File: config.mk
export PLATFORM = sky130hd
export DESIGN_NAME = fork_join_tracker
export DESIGN_NICKNAME = d
export VERILOG_FILES = /design/src/rtl/fork_join_tracker.sv
export SDC_FILE = /design/constraint.sdc
export NUM_CORES = 1
export LEC_CHECK = 0
export ABC_AREA = 1
export CAP_MARGIN = 20
export CORE_MARGIN = 5
export CORE_UTILIZATION = 53
export CTS_CLUSTER_DIAMETER = 150
export CTS_CLUSTER_SIZE = 20
export DETAILED_ROUTE_END_ITERATION = 10
export PLACE_DENSITY = 0.81
export SYNTH_ARGS = -nofsm -noshare
export SYNTH_HDL_FRONTEND = slang
export SYNTH_SLANG_ARGS = --single-unit
File: constraint.sdc
create_clock -name clk -period 2.2 [get_ports clk]
set_clock_uncertainty 0.05 [all_clocks]
set_input_delay 0.44 -clock clk [delete_from_list [all_inputs] [get_ports clk]]
set_output_delay 0.44 -clock clk [all_outputs]
set_load 0.02 [all_outputs]
File: src/rtl/fork_join_tracker.sv
// Hardware model of fork/join: one start launches NUM_CH countdown channels, parent released per mode.
// Optional FORK_DISABLE_EN adds disable_fork/aborted to kill a run in progress.
module fork_join_tracker #(
  parameter int NUM_CH = 4,
  parameter int CNT_W  = 8
) (
  input  logic                      clk,
  input  logic                      rst_n,
`ifdef FORK_DISABLE_EN
  input  logic                      disable_fork,
  output logic                      aborted,
`endif
  input  logic                      start,
  input  logic [1:0]                mode,
  input  logic [NUM_CH-1:0]         ch_en,
  input  logic [NUM_CH*CNT_W-1:0]   delay,
  output logic [NUM_CH-1:0]         ch_done,
  output logic [NUM_CH-1:0]         ch_busy,
  output logic                      join_done,
  output logic [$clog2(NUM_CH)-1:0] first_id,
  output logic                      busy
);

  localparam int ID_W = $clog2(NUM_CH);

  localparam logic [0:0] ST_IDLE = 1'b0;
  localparam logic [0:0] ST_RUN  = 1'b1;

  logic [0:0]        state_q, state_d;
  logic [1:0]        mode_q, mode_d;
  logic [CNT_W-1:0]  cnt_q [NUM_CH];
  logic [CNT_W-1:0]  cnt_d [NUM_CH];
  logic [NUM_CH-1:0] done_q, done_d;
  logic              join_q, join_d;
  logic              fired_q, fired_d;
  logic              first_seen_q, first_seen_d;
  logic [ID_W-1:0]   first_id_q, first_id_d;
  logic [ID_W-1:0]   low_id;
  logic              all_zero;
  logic              join_cond;
`ifdef FORK_DISABLE_EN
  logic              aborted_q, aborted_d;
`endif

  always_comb begin
    state_d      = state_q;
    mode_d       = mode_q;
    cnt_d        = cnt_q;
    done_d       = '0;
    join_d       = 1'b0;
    fired_d      = fired_q;
    first_seen_d = first_seen_q;
    first_id_d   = first_id_q;
    low_id       = '0;
    all_zero     = 1'b1;
    join_cond    = 1'b0;
`ifdef FORK_DISABLE_EN
    aborted_d    = 1'b0;
`endif
    case (state_q)
      ST_IDLE: begin
        if (start) begin
          state_d      = ST_RUN;
          mode_d       = mode;
          fired_d      = 1'b0;
          first_seen_d = 1'b0;
          first_id_d   = '0;
          // A zero delay still takes one cycle, so it is loaded as 1.
          for (int i = 0; i < NUM_CH; i++) begin
            if (!ch_en[i])
              cnt_d[i] = '0;
            else if (delay[i*CNT_W +: CNT_W] == '0)
              cnt_d[i] = CNT_W'(1);
            else
              cnt_d[i] = delay[i*CNT_W +: CNT_W];
          end
        end
      end
      default: begin
        for (int i = 0; i < NUM_CH; i++) begin
          if (cnt_q[i] != '0) begin
            cnt_d[i] = cnt_q[i] - CNT_W'(1);
            if (cnt_q[i] == CNT_W'(1))
              done_d[i] = 1'b1;
          end
          if (cnt_d[i] != '0)
            all_zero = 1'b0;
        end
        for (int i = NUM_CH - 1; i >= 0; i--) begin
          if (done_d[i])
            low_id = ID_W'(i);
        end
        // An empty channel set releases the parent one cycle after launch in every mode.
        case (mode_q)
          2'b01:   join_cond = (|done_d) || all_zero;
          2'b10:   join_cond = 1'b1;
          default: join_cond = all_zero;
        endcase
        if (!fired_q && join_cond) begin
          join_d  = 1'b1;
          fired_d = 1'b1;
        end
        if (!first_seen_q && (|done_d)) begin
          first_seen_d = 1'b1;
          first_id_d   = low_id;
        end
        if (all_zero)
          state_d = ST_IDLE;
`ifdef FORK_DISABLE_EN
        if (disable_fork) begin
          for (int i = 0; i < NUM_CH; i++)
            cnt_d[i] = '0;
          done_d       = '0;
          join_d       = 1'b0;
          first_seen_d = first_seen_q;
          first_id_d   = first_id_q;
          state_d      = ST_IDLE;
          aborted_d    = 1'b1;
        end
`endif
      end
    endcase
  end

  always_ff @(posedge clk or negedge rst_n) begin
    if (!rst_n) begin
      state_q      <= ST_IDLE;
      mode_q       <= '0;
      for (int i = 0; i < NUM_CH; i++)
        cnt_q[i] <= '0;
      done_q       <= '0;
      join_q       <= 1'b0;
      fired_q      <= 1'b0;
      first_seen_q <= 1'b0;
      first_id_q   <= '0;
`ifdef FORK_DISABLE_EN
      aborted_q    <= 1'b0;
`endif
    end else begin
      state_q      <= state_d;
      mode_q       <= mode_d;
      cnt_q        <= cnt_d;
      done_q       <= done_d;
      join_q       <= join_d;
      fired_q      <= fired_d;
      first_seen_q <= first_seen_d;
      first_id_q   <= first_id_d;
`ifdef FORK_DISABLE_EN
      aborted_q    <= aborted_d;
`endif
    end
  end

  always_comb begin
    for (int i = 0; i < NUM_CH; i++)
      ch_busy[i] = (cnt_q[i] != '0);
  end

  assign ch_done   = done_q;
  assign join_done = join_q;
  assign first_id  = first_id_q;
  assign busy      = (state_q == ST_RUN);
`ifdef FORK_DISABLE_EN
  assign aborted   = aborted_q;
`endif

endmodule

Yosys cells after proc, flatten, opt, wreduce, memory -nomap -nowiden
Index checks and enable logic that the tools add are counted.
{"block": "word_totals", "ff_bits": 44, "inputBits": 41, "output_inout_bits": 12, "wordCells": 101}
{"block": "classes", "addsub": 4, "eq_ne": 8, "n_mux": 55, "bitwise": 1, "reduce_logical": 22}
{"op": "$mux 8", "count": 16}
{"op": "$mux 32", "count": 2}
{"op": "$reduce_bool 8->1", "count": 8}
{"op": "$eq 8x1->1 const B", "count": 4}
{"op": "$logic_not 8->1", "count": 4}
{"op": "$sub 8x1->8 const B", "count": 4}
{"op": "$mux 1", "count": 28}
{"op": "$mux 2", "count": 7}
{"op": "$reduce_and 2->1", "count": 3}
{"op": "$mux 4", "count": 1}
{"op": "$ne 2x1->1 const B", "count": 2}
{"op": "$reduce_or 4->1", "count": 1}
{"op": "$eq 2x1->1 const B", "count": 1}
{"op": "$eq 2x2->1 const B", "count": 1}
{"op": "$logic_and 1x1->1", "count": 2}
{"op": "$logic_not 1->1", "count": 2}
{"op": "$pmux 1 s2", "count": 1}
{"op": "$reduce_bool 2->1", "count": 1}
{"op": "$logic_or 1x1->1", "count": 1}
{"op": "$not 1->1", "count": 1}

Logic depth before layout (Yosys ltp)
Gate-level depths: netlist of the first run.
{"block": "depth", "depth_word": 15, "mapped_depth": 15, "mapped_depth_nobuf": 15}

Least setup slack after synthesis of the first run
Ideal clock, no wire load.
{"block": "synth_path", "path_kind": "flip-flop to flip-flop", "startpoint": "register cnt_q[24] (netlist name)", "endpoint": "register state_q (netlist: busy)", "setup_time_ns": 0.129, "t_arrival_ns": 1.683, "required_ns": 2.021, "setup_slack_ns": 0.338, "path_stages_with_launch": 14, "path_buffers": 0, "synth_period_minus_slack_ns": 1.862, "cell_sequence": "dfrtp_1 -> inv_1 -> ha_1 -> inv_1 -> nor3_2 -> nand2_2 -> nand2_1 -> nand3_1 -> nor2_1 -> nand2_1 -> nor2_1 -> nand3_1 -> nor2_1 -> nor2_1"}
{"block": "synth_via", "elab_chain_cells": 11, "word_cells_on_any_way": 12, "cone_classes": "1 x add/sub; 9 x mux; 2 x reduce/logical"}
{"item": "start, declared", "line": "31", "source": "logic [CNT_W-1:0] cnt_q [NUM_CH];"}
{"item": "start signal, assigned", "line": "142", "source": "cnt_q <= cnt_d;"}
{"item": "$reduce_bool 8->1"}
{"item": "via ch_busy[0]", "line": "18", "source": "output logic [NUM_CH-1:0] ch_busy,"}
{"item": "$mux 8", "line": "81", "source": "if (cnt_q[i] != '0) begin"}
{"item": "$mux 8", "line": "60", "source": "case (state_q)"}
{"item": "$reduce_bool 8->1", "line": "86", "source": "if (cnt_d[i] != '0)"}
{"item": "$mux 1 (4 in series)", "line": "86"}
{"item": "$mux 1", "line": "60"}
{"item": "$mux 1", "line": "107", "source": "if (all_zero)"}
{"item": "$mux 1", "line": "60"}
{"item": "via state_d", "line": "29", "source": "logic [0:0] state_q, state_d;"}
{"item": "end signal, assigned", "line": "140", "source": "state_q <= state_d;"}
{"item": "end, declared", "line": "29"}
The timed path passes the listed nets, and every way through them passes these cells. The select of a mux whose other input is x is not followed.
A chain may end at the register's enable or synchronous reset.

Worst setup path in the final report of the first run
{"block": "layout_path", "startpoint": "register cnt_q[24] (netlist name)", "endpoint": "output ch_busy[0]"}
{"block": "layout_via", "elab_chain_cells": 1}
{"item": "$reduce_bool 8->1", "line": "156", "source": "ch_busy[i] = (cnt_q[i] != '0);"}
{"item": "end, declared", "line": "18"}
No other way between the ends.

==> reports/qor.json, run 1 <==
{
  "worst_setup_hold_path_clk_slew_ns": 0.10,
  "cts_hold_buf": 0,
  "worst_r2r_startpoint": "cnt_q[24]",
  "post-route-min-period_ns": 2.155,
  "utilization": 0.7071,
  "post_synth_inst_count": 438,
  "total_negative_slack_for_setup_checks_ns": 0,
  "syn_to_final_growth_pct": 29.06,
  "cts-root-buf": "sky130_fd_sc_hd__clkbuf_8",
  "worst-r2r-cell-count": 15,
  "die_area_um2": 7341,
  "cp.arrival_ns": 1.66,
  "initial_core_utilization": 0.5479,
  "yosysUniqueCellTypes": 30,
  "routed_wl_mm": 8.707,
  "worstReg2RegEnd": "fired_q",
  "synth_async_sr_flop_share": 1.000,
  "maxSlewViolCount": 0,
  "tightest_slew_ns": 0.5053,
  "wire_per_inst_um": 14.91,
  "timing_hold_violations_final": 0,
  "min_path_type": "in2async",
  "synthesized_area_divided_by_synthesized_cell_count_um2": 6.930,
  "worst_path_dominant_cell_family": "buffers and inverters",
  "worst_setup_path_startpoint": "cnt_q[24]",
  "synth_edf_count": 0,
  "timing.max_cap.violations": 0,
  "dieWidth_um": 85.68,
  "leakagePower_nw": 1.934,
  "clock_latency_ns": 0.31,
  "grt_first_pass_wirelength_mm": 14.01,
  "drt-pass1-iter-count": 5,
  "synth.yosys.seq_area_share": 0.3627,
  "die_y_um": 85.68,
  "worstPathCellList": "inv_2, ha_1, inv_1, nor3_4, nand2_2, clkdlybuf4s15_1",
  "std_cell_rows": 27,
  "vias_per_cell": 5.625,
  "cp_num_buf_inv": 3,
  "post-dp-hpwl_mm": 6.724,
  "grt_start_max_net_pins": 32,
  "critical-path-slowest-cell": "sky130_fd_sc_hd__dfrtp_1",
  "critical_path.max_stage_delay_ns": 0.43,
  "num_vias": 3285,
  "crit_required_ns": 1.71,
  "synthTopCellsByArea": "sky130_fd_sc_hd__dfrtp_1, sky130_fd_sc_hd__nand2_1, sky130_fd_sc_hd__inv_1, sky130_fd_sc_hd__nor2_1, sky130_fd_sc_hd__nand3_1",
  "htreeDepth": 2,
  "drt.antenna.violating_nets": 0,
  "grt_pass1_vias": 3147,
  "num_antenna_cells": 0,
  "primary_flip_flop_cell_chosen_by_synthesis_mapping": "sky130_fd_sc_hd__dfrtp_1",
  "final_min_period_over_clock_period": 0.9794,
  "synth_top_area_frac": 0.3627,
  "cp_max_fo": 4,
  "fill_cells": 476,
  "i_o_buffers": 52,
  "syn_area_um2": 3035,
  "timing_worst_setup_path_type": "reg2out",
  "drt_drc_violations_left": 0,
  "cts-buffers-inserted": 5,
  "num-nets-final": 563,
  "fmax_mhz": 464.1,
  "ratio_of_cells_with_drive_above_1_in_the_final_layout": 0.1230,
  "power.density_cell_area_nw_per_um2": 1202,
  "cts-root-to-sink-buffers": 2,
  "gr_util_all_layers": 0.2354,
  "syn_nets": 490,
  "grt_remaining_overflow": 0,
  "run_status": "finished, final reports clean",
  "cts_tree": "done",
  "finalSetupViolations": 0,
  "yosys_warnings": 0,
  "detail_route.iter0.violations": 199,
  "worst_vdd_drop_mv": 0.5858,
  "core_area_um2": 5540,
  "clock_sink_count": 44,
  "io_pins": 53,
  "synth-seq-cells": 44,
  "gpl.final_weighted_congestion": 0.9304,
  "slew_headroom": 0.6619,
  "rsz0062_at_grt": "true",
  "timing.critical_path.to_type": "primary output",
  "number_of_antenna_violations_at_the_first_check_in_global_routing": 0,
  "critPathLaunchType": "register",
  "timing.reg2reg.setup_slack_ns": 0.05,
  "synthDominantAreaCellType": "sky130_fd_sc_hd__dfrtp_1"
}
routing by layer:
layer	vias up	routed length, µm	GRT usage
li1	1587	-	-
met1	1546	3511	0.2907
met2	138	4449	0.4301
met3	14	622	0.03362
met4	0	124	0.05755
met5	-	0	0
worst register-to-register path, delay by kind of cell, from the launching register on:
kind	cells	cell delay, ns
buffers and inverters	3	0.32
adder cells (fa/ha/maj)	1	0.15
flip-flops	1	0.43
AND/OR/NAND/NOR	11	1.15
layout by cell type, fill, tap and decap left out, types with 2 or more instances in the layout:
cell,n
sky130_fd_sc_hd__nor2_4,3
sky130_fd_sc_hd__inv_2,8
sky130_fd_sc_hd__dlygate4sd2_1,3
sky130_fd_sc_hd__nor3_1,8
sky130_fd_sc_hd__clkdlybuf4s50_1,47
sky130_fd_sc_hd__inv_1,51
sky130_fd_sc_hd__o221ai_1,18
sky130_fd_sc_hd__a21oi_1,6
sky130_fd_sc_hd__buf_4,19
sky130_fd_sc_hd__a221o_1,2
sky130_fd_sc_hd__nand2_4,2
sky130_fd_sc_hd__nor2_1,53
sky130_fd_sc_hd__nor2_2,9
sky130_fd_sc_hd__dfrtp_1,44
sky130_fd_sc_hd__xor2_1,3
sky130_fd_sc_hd__nand2_1,128
sky130_fd_sc_hd__nor4_1,3
sky130_fd_sc_hd__ha_1,10
sky130_fd_sc_hd__xnor2_1,2
sky130_fd_sc_hd__nand4_1,10
sky130_fd_sc_hd__o21ai_0,12
sky130_fd_sc_hd__o211ai_1,9
sky130_fd_sc_hd__clkbuf_8,6
sky130_fd_sc_hd__nand3_1,33
sky130_fd_sc_hd__nand2_2,9
kinds of logic (layout without fill, tap and decap cells):
group	Yosys count	in the layout	synth area share
compound gates	50	50	0.1171
xor+xnor	5	5	0.01443
fa+ha+maj	11	11	0.04534
buf+inv	66	140	0.08203
flops	44	44	0.3627
simple gates	262	262	0.3784
power breakdown:
part / internal (mW) / leakage, nW / switching (mW)
Sequential: 1.16 / 0.521 / 0.380
Combinational: 1.00 / 1.35 / 1.49
Clock: 0.372 / 0.0614 / 0.305
stage by stage:
stage	instance area [µm²]	setup WS, ns	std cells	hold WS, ns	power (mW)
finish	3918	0.04539	584	0.03380	4.707
global route	3918	-0.03543	584	0.07003	5.103
CTS	3839	0.01992	578	0.05210	4.553
detailed placement	3722	0.06224	570	0.3838	3.874
global placement	3722	0.07544	570	0.3810	3.796
floorplan	3035	0.3383	438	0.09441	3.191
worst max-delay path by stage:
stage / endpoint / cells after the start / slack, ns
after floorplan: busy / 13 / 0.34
after global placement: first_id[0] / 14 / 0.08
after detailed placement: first_id[1] / 14 / 0.06
after CTS: ch_busy[0] / 6 / 0.02
after global routing: fired_q / 15 / -0.04
final: ch_busy[0] / 6 / 0.05
flip-flops by register name, indices dropped and copies added (netlist names):
| signal | count |
|---|---|
| fired_q | 1 |
| ch_done | 4 |
| cnt_q | 32 |
| mode_q | 2 |
| join_done | 1 |
| first_id | 2 |
| busy | 1 |
| first_seen_q | 1 |
synthesized netlist by cell type, types with 4 or more instances:
cell type	count
sky130_fd_sc_hd__nand2_2	6
sky130_fd_sc_hd__o211ai_1	9
sky130_fd_sc_hd__nand3_1	34
sky130_fd_sc_hd__nor2_1	54
sky130_fd_sc_hd__o221ai_1	18
sky130_fd_sc_hd__inv_2	4
sky130_fd_sc_hd__a21oi_1	6
sky130_fd_sc_hd__o21ai_0	12
sky130_fd_sc_hd__dfrtp_1	44
sky130_fd_sc_hd__clkbuf_1	5
sky130_fd_sc_hd__inv_1	55
sky130_fd_sc_hd__nand4_1	10
sky130_fd_sc_hd__nor2_2	9
sky130_fd_sc_hd__ha_1	11
sky130_fd_sc_hd__nand2_1	131
sky130_fd_sc_hd__nor3_1	8
area by class of cell:
type / count / area [µm²] / share of cell area
Tap cell: 72 / 90.09 / 0.02300
Clock inverter: 2 / 38.79 / 0.009901
Timing Repair Buffer: 72 / 665.6 / 0.1699
Sequential cell: 44 / 1101 / 0.2811
Clock buffer: 6 / 82.58 / 0.02108
Multi-Input combinational cell: 328 / 1714 / 0.4376
Inverter: 60 / 225.2 / 0.05749
timing repair:
| action | CTS | global route |
|---|---|---|
| endpoints found under the setup margin | 4 | 8 |
| resized for setup | 4 | 14 |
| pin swaps | 0 | 3 |
| setup buffers | 0 | 6 |
No activity file was read; power rests on OpenSTA's default activity.
==> inputs of run 2 (changes only) <==
==> constraint.sdc (replaced) <==
create_clock -name clk -period 2.41 [get_ports clk]
set_clock_uncertainty 0.05 [all_clocks]
set_input_delay 0.482 -clock clk [delete_from_list [all_inputs] [get_ports clk]]
set_output_delay 0.482 -clock clk [all_outputs]
set_load 0.02 [all_outputs]
==> run 2 against run 1 <==
  * Routed wire length decreased by 5.8%
  * Sequential share of layout area rose by 1.2 points
  * Core utilization is 2.9 points lower
  * Sequential cell count unchanged
  * Largest power group unchanged
  * Clock power is 33% lower
  * Critical path depth did not move
  * Critical endpoint is now ch_busy[2]
  * Final area down 4.1%
  * Clock-buffer cell count stayed put
  * Die area did not move
==> reports/qor.json, run 2 (synthesized netlist as in run 1, its figures left out) <==
{
  "i_o_buffers": 52,
  "fill_cells": 502,
  "num-nets-final": 551,
  "critPathLaunchType": "register",
  "most_used_cells_in_the_layout_excluding_fill_and_tap_cells": "sky130_fd_sc_hd__nand2_1, sky130_fd_sc_hd__inv_1, sky130_fd_sc_hd__nor2_1",
  "finalSetupViolations": 0,
  "mostFrequentLayoutCell": "sky130_fd_sc_hd__nand2_1",
  "grt_start_max_net_pins": 45,
  "die_area_um2": 7341,
  "power.density_cell_area_nw_per_um2": 1060,
  "num_vias": 3105,
  "drt_drc_violations_left": 0,
  "cts_hold_buf": 0,
  "cts-root-to-sink-buffers": 2,
  "drt-pass1-iter-count": 5,
  "cp_max_fo": 7,
  "fmax_mhz": 435.0,
  "clock_sink_count": 44,
  "timing_hold_violations_final": 0,
  "post-route-min-period_ns": 2.299,
  "wire_per_inst_um": 14.36,
  "ratio_of_cells_with_drive_above_1_in_the_final_layout": 0.08016,
  "final_worst_path_setup_slack_ns": 0.1111,
  "worst_setup_hold_path_clk_slew_ns": 0.09,
  "cts_tree": "done",
  "std_cell_rows": 27,
  "report.power.total_mw": 3.984,
  "drt.antenna.violating_nets": 0,
  "timing.max_cap.violations": 0,
  "final_min_period_over_clock_period": 0.9539,
  "vias_per_cell": 5.438,
  "cts-root-buf": "sky130_fd_sc_hd__clkbuf_8",
  "die_y_um": 85.68,
  "htreeDepth": 2,
  "maxSlewViolCount": 0,
  "gpl.final_weighted_congestion": 0.9002,
  "worstReg2RegEnd": "busy",
  "dieWidth_um": 85.68,
  "post_layout_nonfiller_instances": 571,
  "worst_r2r_startpoint": "cnt_q[8]",
  "io_pins": 53,
  "grt_first_pass_wirelength_mm": 13.70,
  "gr_util_all_layers": 0.2314,
  "timing_worst_setup_path_type": "reg2out",
  "routed_wl_mm": 8.202,
  "rsz0062_at_grt": "false",
  "utilization": 0.6782,
  "placedCellCount": 562,
  "crit_required_ns": 1.88,
  "slew_headroom": 0.6208,
  "largest_register_ff_count": 32,
  "syn_to_final_growth_pct": 23.78,
  "cts-buffers-inserted": 5,
  "total_negative_slack_for_setup_checks_ns": 0,
  "clock_latency_ns": 0.30,
  "post-dp-hpwl_mm": 6.286,
  "cp.arrival_ns": 1.77,
  "num_antenna_cells": 0,
  "detail_route.iter0.violations": 219,
  "core_area_um2": 5540,
  "registers.top_by_ff_count": "cnt_q",
  "leakagePower_nw": 1.843,
  "timing.critical_path.to_type": "primary output",
  "number_of_antenna_violations_at_the_first_check_in_global_routing": 0,
  "initial_core_utilization": 0.5479,
  "grt_remaining_overflow": 0,
  "min_path_type": "in2async",
  "grt_pass1_vias": 2959,
  "worst_vdd_drop_mv": 0.5829,
  "tightest_slew_ns": 0.5688,
  "timing.reg2reg.setup_slack_ns": 0.28,
  "setup_ws_pre_cts_ns": 0.1834,
  "worst-r2r-cell-count": 13,
  "run_status": "finished, final reports clean"
}
## run 2: changes by cell type in the layout (fill, tap and decap cells not counted), sizes merged
cell,before,now
buf,21,8
bufinv,1,0
clkdlybuf4s15,1,0
dlygate4sd2,3,4
nand2,139,140
## run 2: what timing repair did
action / in CTS / in global routing
setup buffers: 0 / 1
gates resized for setup: 6 / 1
gates cloned: 0 / 1
pin swaps: 0 / 1
setup endpoints to repair: 4 / 1
## run 2: cell type report
cell class / count / area, µm² / share of cell area
Clock buffer: 6 / 72.57 / 0.01931
Clock inverter: 1 / 5.005 / 0.001332
Inverter: 60 / 225.2 / 0.05994
Multi-Input combinational cell: 329 / 1700 / 0.4525
Sequential cell: 44 / 1101 / 0.2930
Tap cell: 72 / 90.09 / 0.02398
Timing Repair Buffer: 59 / 563.0 / 0.1499
## run 2: where the power goes
group | switching (mW) | internal [mW]
registers | 0.338 | 1.06
clock network | 0.253 | 0.198
logic | 1.30 | 0.830
total | 1.89 | 2.09
## run 2: stage by stage
| step | instance area (µm²) | hold WS [ns] |
|---|---|---|
| floorplan | 3035 | 0.1364 |
| global placement | 3662 | 0.4159 |
| detailed placement | 3662 | 0.4221 |
| CTS | 3740 | 0.2269 |
| global route | 3757 | 0.2561 |
| finish | 3757 | 0.2103 |
## run 2: critical path: stages, from the launching register on
cell                            delay [ns]
sky130_fd_sc_hd__dfrtp_1              0.41
sky130_fd_sc_hd__inv_1                0.19
sky130_fd_sc_hd__ha_2                 0.28
sky130_fd_sc_hd__nand2_2              0.09
sky130_fd_sc_hd__inv_1                0.07
sky130_fd_sc_hd__nand2_2              0.10
sky130_fd_sc_hd__dlygate4sd2_1        0.34
## run 2: worst max path at each step
stage | slack, ns | from | end | cells past startpoint
after floorplan | 0.55 | cnt_q[24] | busy | 13
after global placement | 0.24 | cnt_q[24] | ch_busy[0] | 6
after CTS | 0.07 | cnt_q[24] | ch_busy[0] | 6
after global routing | 0.02 | cnt_q[8] | ch_busy[2] | 6
after detailed placement | 0.18 | cnt_q[24] | ch_busy[0] | 6
final | 0.11 | cnt_q[8] | ch_busy[2] | 6
## run 2: metal layers
metal / track usage / vias up / wire, µm
met3: 0.04035 / 16 / 527
met4: 0.06906 / 0 / 163
met5: 0 / - / 0
met2: 0.3934 / 98 / 3928
li1: - / 1564 / -
met1: 0.3010 / 1427 / 3582
==> inputs of run 3 (changes only) <==
--- a/config.mk
+++ b/config.mk
@@ -7,12 +7,14 @@
 export LEC_CHECK = 0
 export ABC_AREA = 1
 export CAP_MARGIN = 20
-export CORE_MARGIN = 5
-export CORE_UTILIZATION = 53
+export CELL_PAD_IN_SITES_DETAIL_PLACEMENT = 0
+export CELL_PAD_IN_SITES_GLOBAL_PLACEMENT = 1
+export CORE_UTILIZATION = 38
 export CTS_CLUSTER_DIAMETER = 150
 export CTS_CLUSTER_SIZE = 20
 export DETAILED_ROUTE_END_ITERATION = 10
-export PLACE_DENSITY = 0.81
+export GPL_ROUTABILITY_DRIVEN = 0
+export PLACE_DENSITY = 0.82
 export SYNTH_ARGS = -nofsm -noshare
 export SYNTH_HDL_FRONTEND = slang
 export SYNTH_SLANG_ARGS = --single-unit
==> run 3 against run 2 <==
  * Via count shrank 1.4%
  * Final area grew 2.6%
  * Total power grew 4.4%
  * Hold slack lost 0.17 ns
  * Critical path depth is the same
  * Critical endpoint is now ch_busy[0]
  * Clock power grew 34%
  * Global-route usage shrank 0.98 points
  * Largest power group unchanged
  * Sequential power is essentially flat
  * Core utilization shrank 18 points
  * First-iteration DRC count shrank 19%
  * Clock-buffer cell count shrank 1
==> reports/qor.json, run 3 (synthesized netlist as in run 1, its figures left out) <==
{
  "run_status": "finished, final reports clean",
  "post-dp-hpwl_mm": 6.704,
  "std_cell_rows": 32,
  "grt_remaining_overflow": 0,
  "rsz0062_at_grt": "false",
  "i_o_buffers": 52,
  "die_y_um": 91.38,
  "drt-pass1-iter-count": 4,
  "num-nets-final": 552,
  "power.density_cell_area_nw_per_um2": 1079,
  "initial_core_utilization": 0.3928,
  "clock_latency_ns": 0.31,
  "timing.max_cap.violations": 0,
  "cts-buffers-inserted": 5,
  "detail_route.iter0.violations": 177,
  "path_common_cell": "sky130_fd_sc_hd__inv_1",
  "grt_start_max_net_pins": 32,
  "timing_worst_setup_path_type": "reg2out",
  "timing_hold_violations_final": 0,
  "syn_to_final_growth_pct": 27.00,
  "cp_num_buf_inv": 3,
  "cts-root-to-sink-buffers": 2,
  "core_area_um2": 7727,
  "routed_wl_mm": 8.608,
  "worstPathCellList": "inv_1, ha_1, inv_1, nor3_4, nand2_2, dlygate4sd2_1",
  "drt.antenna.violating_nets": 0,
  "total_negative_slack_for_setup_checks_ns": 0,
  "die_area_um2": 8349,
  "post-route-min-period_ns": 2.340,
  "largest_register_ff_count": 32,
  "worst_setup_hold_path_clk_slew_ns": 0.10,
  "most_used_cells_in_the_layout_excluding_fill_and_tap_cells": "sky130_fd_sc_hd__nand2_1, sky130_fd_sc_hd__inv_1, sky130_fd_sc_hd__nor2_1",
  "min_path_type": "in2async",
  "registers.top_by_ff_count": "cnt_q",
  "vias_per_cell": 5.075,
  "placedInstanceArea_um2": 3715,
  "drt_drc_violations_left": 0,
  "slew_headroom": 0.7097,
  "htreeDepth": 2,
  "leakagePower_nw": 1.864,
  "fmax_mhz": 427.4,
  "grt_first_pass_wirelength_mm": 14.56,
  "tightest_slew_ns": 0.4354,
  "clock_sink_count": 44,
  "grt_pass1_vias": 3039,
  "postCtsSetupBuffers": 0,
  "number_of_antenna_violations_at_the_first_check_in_global_routing": 0,
  "wire_per_inst_um": 14.28,
  "worst_vdd_drop_mv": 0.5925,
  "ratio_of_cells_with_drive_above_1_in_the_final_layout": 0.08583,
  "cts-root-buf": "sky130_fd_sc_hd__clkbuf_8",
  "dieWidth_um": 91.38,
  "maxSlewViolCount": 0,
  "critical-path-slowest-cell": "sky130_fd_sc_hd__dfrtp_1",
  "num_antenna_cells": 0,
  "cp.arrival_ns": 1.81,
  "critical_path.max_stage_delay_ns": 0.42,
  "mostFrequentLayoutCell": "sky130_fd_sc_hd__nand2_1",
  "num_vias": 3060,
  "io_pins": 53,
  "layout.cell_area.non_filler_um2": 3855,
  "timing.critical_path.to_type": "primary output",
  "crit_required_ns": 1.88,
  "finalSetupViolations": 0,
  "critPathLaunchType": "register",
  "final_min_period_over_clock_period": 0.9709,
  "cp_max_fo": 5,
  "gr_util_all_layers": 0.2216,
  "cts_tree": "done",
  "worst_path_dominant_cell_family": "buffers and inverters"
}
run 3: final timing paths:
check	from	to	slack, ns	cells past startpoint
setup / recovery	cnt_q[24]	ch_busy[0]	0.07	6
hold reg to reg	fired_q	fired_q	0.46	2
setup reg to reg	cnt_q[24]	busy	0.30	13
hold / removal	rst_n	cnt_q[19]	0.05	1
max in group asynchronous	rst_n	cnt_q[2]	1.70	2
min in group clk	fired_q	fired_q	0.46	2
run 3: metal layers:
metal | track usage | vias to the layer above | routed length, µm
met1 | 0.2969 | 1413 | 4133
met3 | 0.03183 | 11 | 321
li1 | - | 1567 | -
met5 | 0 | - | 0
met2 | 0.3655 | 69 | 4033
met4 | 0.07540 | 0 | 119
run 3: area by class of cell:
cell class | count | area [µm²]
timing repair buffer | 60 | 570.5
multi-input combinational | 329 | 1715
tap | 102 | 127.6
fill | 772 | 3872
clock buffer | 5 | 68.82
clock inverter | 3 | 46.29
inverter | 60 | 225.2
sequential | 44 | 1101
run 3: where the power goes:
| part | internal, mW | total [mW] | switching [mW] |
|---|---|---|---|
| registers | 1.06 | 1.41 | 0.344 |
| logic | 0.846 | 2.15 | 1.30 |
| clock network | 0.313 | 0.606 | 0.293 |
run 3: repair_timing:
action,CTS,global route
pin swaps,0,1
cloned,0,1
hold buffers,0,0
endpoints found under the setup margin,4,2
gates resized for setup,7,2
run 3: through the flow:
step | cells | util | hold WS, ns | total power [mW] | worst slack, ns
floorplan | 438 | - | 0.1364 | 2.913 | 0.5483
global placement | 594 | 0.4807 | 0.4004 | 3.489 | 0.2092
detailed placement | 594 | 0.4807 | 0.4019 | 3.516 | 0.1706
CTS | 602 | 0.4969 | 0.05952 | 4.152 | 0.03859
global route | 603 | 0.4989 | 0.08282 | 4.575 | 0.004065
finish | 603 | 0.4989 | 0.04514 | 4.160 | 0.07016
